===== config.mk =====
export PLATFORM = sky130hd
export DESIGN_NAME = hazard_ctrl
export DESIGN_NICKNAME = d
export VERILOG_FILES = /design/src/rtl/pipe_pkg.sv /design/src/rtl/sat_counter.sv /design/src/rtl/hazard_ctrl.sv
export SDC_FILE = /design/constraint.sdc
export NUM_CORES = 1
export LEC_CHECK = 0
export CORE_MARGIN = 2
export CORE_UTILIZATION = 48
export CTS_CLUSTER_DIAMETER = 50
export CTS_CLUSTER_SIZE = 30
export DETAILED_ROUTE_END_ITERATION = 12
export GPL_ROUTABILITY_DRIVEN = 1
export PLACE_DENSITY_LB_ADDON = 0.1
export REMOVE_ABC_BUFFERS = 1
export SLEW_MARGIN = 40
export SYNTH_ARGS = -nofsm -noshare
export SYNTH_HDL_FRONTEND = slang
export SYNTH_SLANG_ARGS = --single-unit

===== constraint.sdc =====
create_clock -name clk -period 3.25 [get_ports clk]
set_clock_uncertainty 0.1 [all_clocks]
set_input_delay 0.65 -clock clk [delete_from_list [all_inputs] [get_ports clk]]
set_output_delay 0.65 -clock clk [all_outputs]
set_load 0.1 [all_outputs]

===== src/rtl/pipe_pkg.sv =====
// Shared definitions for the pipeline control blocks.
//   REG_W        architectural register index width
//   REG_ZERO     hard-wired zero register; never a hazard source
//   ZERO_CTRL    all-zero control bundle loaded into ID/EXE on a bubble
//   NOP_INSTR    instruction word loaded into IF/ID on a flush
//   hz_state_t   hazard controller FSM states
//   hz_match()   does a destination collide with an ID-stage source?
package pipe_pkg;

  localparam int REG_W = 5;
  localparam logic [REG_W-1:0] REG_ZERO = '0;

  // wb/mem/br controls of the ID/EXE register; a bubble loads all zeros
  typedef struct packed {
    logic wb_en;
    logic mem_read;
    logic mem_write;
    logic br;
  } ctrl_bits_t;

  localparam ctrl_bits_t ZERO_CTRL = '0;
  localparam logic [31:0] NOP_INSTR = 32'h0000_0000;

  typedef enum logic {
    RUN      = 1'b0,
    MEM_WAIT = 1'b1
  } hz_state_t;

  function automatic logic hz_match(
    input logic [REG_W-1:0] dest,
    input logic [REG_W-1:0] src1,
    input logic [REG_W-1:0] src2,
    input logic             two_src
  );
    return (dest != REG_ZERO) &&
           ((dest == src1) || (two_src && (dest == src2)));
  endfunction

endpackage


===== src/rtl/sat_counter.sv =====
// Saturating up-counter with synchronous clear.
//   clk   rising-edge clock
//   rst   synchronous reset, active-high
//   clr   synchronous clear (same effect as rst)
//   inc   count up by one this cycle
//   cnt   current count; sticks at all-ones instead of wrapping
module sat_counter #(
  parameter int W = 8
) (
  input  logic         clk,
  input  logic         rst,
  input  logic         clr,
  input  logic         inc,
  output logic [W-1:0] cnt
);

  always_ff @(posedge clk) begin
    if (rst || clr) begin
      cnt <= '0;
    end else if (inc && (cnt != {W{1'b1}})) begin
      cnt <= cnt + W'(1);
    end
  end

endmodule


===== src/rtl/hazard_ctrl.sv =====
// Pipeline hazard controller for the ID/EXE and EXE/MEM pipeline registers.
// Detects load-use (or, without forwarding, any RAW) hazards against the
// in-flight destinations, flushes the front end on a taken branch resolved in
// EXE, and freezes the whole pipe while data memory is not ready.
//
// Ports:
//   clk, rst                 clock, synchronous active-high reset
//   id_valid, id_src1/2,     ID-stage instruction and its sources;
//   id_two_src               id_src2 only counts when id_two_src=1
//   exe_dest/wb_en/mem_read  outputs of the ID/EXE register
//   mem_dest/wb_en           outputs of the EXE/MEM register
//   exe_br_taken             branch taken, resolved in EXE this cycle
//   mem_req, mem_ready       data-memory handshake from the MEM stage
//   hold_pc, hold_if_id      keep PC / IF/ID
//   bubble_id_exe            ID/EXE loads all-zero controls
//   flush_if_id              IF/ID loads NOP
//   hold_all                 freeze every pipeline register
//   stall_cycles             saturating count of cycles with hold_pc=1
//   flush_count              saturating count of taken-branch flushes
//   mem_timeout              sticky: a memory wait ran past MEM_TIMEOUT cycles
//
// States:
//   state    | meaning
//   RUN      | normal flow; hazards and branches handled combinationally
//   MEM_WAIT | data access outstanding; pipe frozen until mem_ready
module hazard_ctrl
  import pipe_pkg::*;
#(
  parameter int FWD_EN      = 1,
  parameter int MEM_TIMEOUT = 64,
  parameter int CNT_W       = 32
) (
  input  logic             clk,
  input  logic             rst,
  input  logic             id_valid,
  input  logic [REG_W-1:0] id_src1,
  input  logic [REG_W-1:0] id_src2,
  input  logic             id_two_src,
  input  logic [REG_W-1:0] exe_dest,
  input  logic             exe_wb_en,
  input  logic             exe_mem_read,
  input  logic [REG_W-1:0] mem_dest,
  input  logic             mem_wb_en,
  input  logic             exe_br_taken,
  input  logic             mem_req,
  input  logic             mem_ready,
  output logic             hold_pc,
  output logic             hold_if_id,
  output logic             bubble_id_exe,
  output logic             flush_if_id,
  output logic             hold_all,
  output logic [CNT_W-1:0] stall_cycles,
  output logic [CNT_W-1:0] flush_count,
  output logic             mem_timeout
);

  // Wide enough to hold MEM_TIMEOUT so the saturation point lies past the
  // timeout compare value.
  localparam int WAIT_W = $clog2(MEM_TIMEOUT + 1);
  localparam logic [WAIT_W-1:0] WAIT_LAST = WAIT_W'(MEM_TIMEOUT - 1);

  hz_state_t         state, state_nxt;
  logic [WAIT_W-1:0] wait_cnt;
  logic              mem_stall;
  logic              exe_hz, mem_hz, data_hz;

  assign exe_hz = hz_match(exe_dest, id_src1, id_src2, id_two_src);
  assign mem_hz = hz_match(mem_dest, id_src1, id_src2, id_two_src);

  // With forwarding only a load in EXE cannot be bypassed in time; without it
  // any pending write in EXE or MEM must drain first.
  generate
    if (FWD_EN != 0) begin : g_fwd
      assign data_hz = id_valid && exe_mem_read && exe_hz;
    end else begin : g_nofwd
      assign data_hz = id_valid && ((exe_wb_en && exe_hz) || (mem_wb_en && mem_hz));
    end
  endgenerate

  assign mem_stall = (state == RUN) ? (mem_req && !mem_ready) : !mem_ready;

  always_ff @(posedge clk) begin
    if (rst) begin
      state <= RUN;
    end else begin
      state <= state_nxt;
    end
  end

  always_comb begin
    state_nxt     = state;
    hold_pc       = 1'b0;
    hold_if_id    = 1'b0;
    bubble_id_exe = 1'b0;
    flush_if_id   = 1'b0;
    hold_all      = 1'b0;

    case (state)
      RUN:      if (mem_req && !mem_ready) state_nxt = MEM_WAIT;
      MEM_WAIT: if (mem_ready) state_nxt = RUN;
      default:  state_nxt = RUN;
    endcase

    // Frozen registers mean a pending branch or hazard is simply seen again
    // once memory releases the pipe. A taken branch squashes the ID
    // instruction, so its hazard no longer matters.
    if (mem_stall) begin
      hold_all   = 1'b1;
      hold_pc    = 1'b1;
      hold_if_id = 1'b1;
    end else if (exe_br_taken) begin
      flush_if_id   = 1'b1;
      bubble_id_exe = 1'b1;
    end else if (data_hz) begin
      hold_pc       = 1'b1;
      hold_if_id    = 1'b1;
      bubble_id_exe = 1'b1;
    end
  end

  // The wait count includes the cycle the access first stalls, so it equals
  // the number of frozen cycles so far; it clears as soon as the pipe moves.
  sat_counter #(.W(WAIT_W)) u_wait_cnt (
    .clk (clk),
    .rst (rst),
    .clr (!mem_stall),
    .inc (mem_stall),
    .cnt (wait_cnt)
  );

  sat_counter #(.W(CNT_W)) u_stall_cnt (
    .clk (clk),
    .rst (rst),
    .clr (1'b0),
    .inc (hold_pc),
    .cnt (stall_cycles)
  );

  sat_counter #(.W(CNT_W)) u_flush_cnt (
    .clk (clk),
    .rst (rst),
    .clr (1'b0),
    .inc (flush_if_id),
    .cnt (flush_count)
  );

  always_ff @(posedge clk) begin
    if (rst) begin
      mem_timeout <= 1'b0;
    end else if ((state == MEM_WAIT) && !mem_ready && (wait_cnt == WAIT_LAST)) begin
      mem_timeout <= 1'b1;
    end
  end

endmodule


## Word-level counts from Yosys, hierarchy flattened

Index checks and enable logic that the tools add are counted.

- Output and inout port bits: 70
- Input port bits: 30
- Bits in registers: 73

- Equal/unequal tests: 6
- Muxes and demuxes: 12
- Bitwise logic cells: 1
- Reductions and logical operators: 15
- Add/subtract/negate cells: 3

Operator list:

| kind | count |
|---|---|
| $add A32 B1 Y32 const B | 2 |
| $ne A32 B32 Y1 const B | 2 |
| $mux W1 | 11 |
| $eq A5 B5 Y1 | 2 |
| $logic_and A1 B1 Y1 | 10 |
| $add A7 B1 Y7 const B | 1 |
| $eq A7 B6 Y1 const B | 1 |
| $ne A7 B7 Y1 const B | 1 |
| $reduce_bool A5 Y1 | 1 |
| $logic_not A1 Y1 | 2 |
| $logic_or A1 B1 Y1 | 2 |
| $pmux W1 S2 | 1 |
| $not A1 Y1 | 1 |

## Depth between registers and ports, before layout

- Depth after elaboration: 9
- Depth in mapped cells: 9
- Mapped depth without buffers: 8

## By module

A second synthesis with hierarchy kept.

- Cell total of the unflattened synthesis: 449
- Area, all modules: 3,960.0 um^2

Modules (own cells, without submodules):

| module | seq. area each (um^2) | cells each | area each (um^2) | instances |
|---|---|---|---|---|
| sat_counter (u_flush_cnt ...) | 640.6 | 189 | 1,681.6 | 2 |
| sat_counter (u_wait_cnt) | 140.1 | 36 | 341.6 | 1 |
| hazard_ctrl | 40.0 | 35 | 255.2 | 1 |

## Worst setup path after synthesis

Ideal clock, no wire load.

- Kind: input to output
- Start: input exe_dest[4]
- End: output hold_pc
- Path slack: -1,512 ps
- Stages on the path: 6
- Data arrival time: 4,012 ps
- Path through: xor2_1 > nor4_1 > and3_1 > nor2_1 > o21ai_0 > buf_4

- Cells in the longest elaborated chain, start to end: 8

Ends and longest elaborated chain:

| item | line | text |
|---|---|---|
| start: declaration | hazard_ctrl.sv:39 | `input logic [REG_W-1:0] exe_dest,` |
| $eq A5 B5 Y1 | pipe_pkg.sv:36 | `((dest == src1) \|\| (two_src && (dest == src2)));` |
| $logic_and A1 B1 Y1 | pipe_pkg.sv:36 |  |
| $logic_or A1 B1 Y1 | pipe_pkg.sv:36 |  |
| $logic_and A1 B1 Y1 * | pipe_pkg.sv:35 | `return (dest != REG_ZERO) &&` |
| $logic_and A1 B1 Y1 * | hazard_ctrl.sv:74 | `assign data_hz = id_valid && exe_mem_read && exe_hz;` |
| $mux W1 * (3 in a row) | - |  |
| end: declaration | hazard_ctrl.sv:47 | `output logic hold_pc,` |

Every way passes the cells marked *; elsewhere a longest branch is shown, timed or not.

## Final worst setup path

- Start: input exe_dest[3]
- End: output bubble_id_exe

- Cells in the longest elaborated chain, start to end: 8

Ends and longest elaborated chain:

| item | line | text |
|---|---|---|
| $eq A5 B5 Y1 | pipe_pkg.sv:36 |  |
| $logic_and A1 B1 Y1 | pipe_pkg.sv:36 |  |
| $logic_or A1 B1 Y1 | pipe_pkg.sv:36 |  |
| $logic_and A1 B1 Y1 * | pipe_pkg.sv:35 |  |
| $logic_and A1 B1 Y1 * | hazard_ctrl.sv:74 |  |
| $mux W1 * | hazard_ctrl.sv:114 | `end else if (data_hz) begin` |
| $mux W1 * | hazard_ctrl.sv:111 | `end else if (exe_br_taken) begin` |
| $mux W1 * | hazard_ctrl.sv:107 | `if (mem_stall) begin` |
| end: declaration | hazard_ctrl.sv:49 | `output logic bubble_id_exe,` |

Marked as above.

==> impl_metrics.tcl <==
set metrics [dict create \
    status "finished, final reports clean" \
    drt-total-wl_mm 8.58 \
    wl_per_cell_um 13.4 \
    dp.cells 626 \
    crit_family "simple AND/OR/NAND/NOR gates" \
    via_per_inst 5.34 \
    dpl_cell_area_um2 4550 \
    synth-seq-cells 73 \
    fmaxAchievable_ghz 0.324 \
    cts_sinks 73 \
    fill_cells 659 \
    grt_pass1_wl_mm 14.0 \
    power.density_nw_per_um2 377 \
    ir_worst_vdd_mv 0.262 \
    grt_max_degree 45 \
    synth-async-reset-ratio_pct 0 \
    multi_input_area_um2 2070 \
    ant_nets 0 \
    avgSynthCellArea_um2 8.17 \
    ctsLongestPathBuffers 2 \
    rr_worst_depth 6 \
    core.rowCount 31 \
    final_common_cell "nor2_1" \
    antenna_found_initial 0 \
    internal_power_mw 1.32 \
    dieArea_um2 8310 \
    synth_warnings 0 \
    cts_tree "yes" \
    cpMostUsedCell "nor2_1" \
    path_cells "clkdlybuf4s50_1, xor2_1, nor4_1, and3_1, nor2_1, a211oi_1, nor2_1, nor2_2, buf_12" \
    gp_congestion 0.783 \
    top_level_ports 100 \
    cts_root_buffer "clkbuf_8" \
    coreArea_um2 7290 \
    track_usage_pct 20.7 \
    tightest_slew_ns 0.580 \
    pwr-share-seq_pct 50.5 \
    swShare_pct 26.3 \
    fp.dieW_um 91.1 \
    startpoint_type "input pin" \
    hold_depth 2 \
    route.detailed.drc 0 \
    num-nets-final 571 \
    cts_hold_buf 0 \
    synthTopCellsByArea "dfxtp_1 40%, xor2_1 9.1%, nor2_1 8.1%, xnor2_1 5.0%, nand4_1 4.8%" \
    initial_core_util_pct 50.0 \
    synth_cell_types 47 \
    drt_iter0_markers 102 \
    path_depth 9 \
    final_layout_size_suffix_gt1_share_pct 19.9 \
    p_switching_mw 0.471 \
    final_cell_mix "78 x nor2_1, 73 x dfxtp_1, 72 x buf_4" \
    worstPathArrival_ns 2.33 \
    worstSkewPairLatency_ns 0.36 \
    cts_setup_buffers 0 \
    synth_edf_count 0 \
    path_max_fanout 3 \
    diodes 0 \
    grt_pass1_vias 3089 \
    die_h_um 91.1 \
    setup_viol 0 \
    p_comb_share_pct 10.2 \
    fin_crit_sh_pct 94.9 \
    max_slew_margin_pct 60.8 \
    power_leakage_nw 1.83 \
    regArea_um2 1460 \
    postSynthCellCount 446 \
    rsz0062_at_grt "false" \
    path_class "input pin to output port" \
    cp_slowest_cell "clkdlybuf4s50_1" \
    gr-total-overflow 0 \
    path_buf_inv 2 \
    portBuffers 92 \
    cts-resized-gates 0 \
    clkPwrFrac_pct 39.3 \
    hpwl_mm 6.30 \
    layoutNonFillerInstCount 642 \
    max_stage_delay_ns 0.46 \
    cts_buffers 9 \
    netlist.area_leader.share_pct 40.1 \
    vias 3430 \
    required_ns 2.50 \
    htree_levels 3 \
    cap_violations 0 \
    power_mw 1.79 \
    ys.flop_type "dfxtp_1" \
    synth.cell_area_um2 3640 \
    synth-seq-area-share_pct 40.1 \
    hp-class "flop to flop" \
    dr.pass1.iters 4 \
    path_clk_slew_ns 0.07 \
    hold_viol_final 0 \
    fin_crit_ns 3.08 \
    syn2layout_area_growth_pct 30.4 \
    postLayoutCellArea_um2 4750 \
    endpoint_kind "output port" \
    synth_top_area_cell "dfxtp_1" \
    drv_slew 0 \
]
==> final cells by class <==
| class | instances | share of cell area, % |
|---|---|---|
| clock inverter | 7 | 1.50 |
| sequential | 73 | 30.7 |
| multi-input combinational | 344 | 43.6 |
| timing repair buffer | 99 | 18.1 |
| clock buffer | 9 | 2.61 |
| tap | 99 | 2.61 |
| inverter | 11 | 0.869 |
==> stage by stage <==
| step | TNS (ns) | utilization, % | setup slack, ns | hold slack, ns |
|---|---|---|---|---|
| after CTS | 0 | 65.1 | 0.0487 | 0.393 |
| after floorplan | -6.07 | - | -2.92 | 0.361 |
| final | 0 | 65.2 | 0.165 | 0.389 |
| after global routing | 0 | 65.2 | 0.0111 | 0.425 |
| after global placement | 0 | 62.4 | 0.0270 | 0.371 |
| after detailed placement | 0 | 62.4 | 0.0481 | 0.384 |
==> worst reg2reg max path, cell delays in order (launching register included) <==
cell and delay, ns:
dfxtp_1 0.41, ha_1 0.27, nand4_1 0.14, or4_4 0.60
or2_1 0.31, or3_1 0.35, a21oi_1 0.16
==> power groups by stage <==
| stage | logic (mW) | clock network (mW) | registers (mW) |
|---|---|---|---|
| 4_1_cts | 0.184 | 0.721 | 0.905 |
| 3_3_place_gp | 0.182 | 0 | 0.925 |
| 2_1_floorplan | 0.0715 | 0 | 0.951 |
| 6_report | 0.183 | 0.704 | 0.905 |
| 5_1_grt | 0.193 | 0.765 | 0.905 |
| 3_5_place_dp | 0.184 | 0 | 0.926 |
==> routing by layer <==
metal	track usage, %	vias to the layer above	wire [µm]
met5	0	-	0
met4	9.47	0	133
met3	4.15	10	394
met2	36.4	95	4210
met1	24.1	1581	3840
li1	-	1744	-
==> worst paths after layout <==
check                startpoint             endpoint  slack, ns
max reg2reg  u_flush_cnt.cnt[0]  u_flush_cnt.cnt[28]       0.84
min           u_wait_cnt.cnt[1]    u_wait_cnt.cnt[1]       0.39
min reg2reg   u_wait_cnt.cnt[1]    u_wait_cnt.cnt[1]       0.39
max                 exe_dest[3]        bubble_id_exe       0.17
==> Yosys cell counts (all sizes together), types with 2 or more instances <==
cell type / number
or4: 4
nand4: 29
ha: 3
a31o: 2
clkbuf: 16
xor2: 38
nand2: 28
nand3: 32
or3: 14
o21ai: 14
inv: 11
and4: 7
o31ai: 3
and2: 5
nor3: 4
nor2b: 3
a211oi: 2
and3: 11
nor2: 79
nor3b: 3
nor4: 3
buf: 2
or2: 4
a21oi: 21
dfxtp: 73
mux2i: 2
xnor2: 21
==> cells by family after synthesis <==
logic type      after synthesis  synth area share [%]
compound gates               48                  7.79
mux                           3                 0.858
flops                        73                  40.1
fa+ha+maj                     3                  1.03
xor+xnor                     59                  14.2
buf+inv                      29                  3.16
simple gates                231                  32.9
==> flip-flops by register name (all words and copies together), names as in the netlist <==
name	count
u_stall_cnt.cnt	32
state	1
u_flush_cnt.cnt	32
u_wait_cnt.cnt	7
mem_timeout	1
Power figures use the tool's default switching activity.
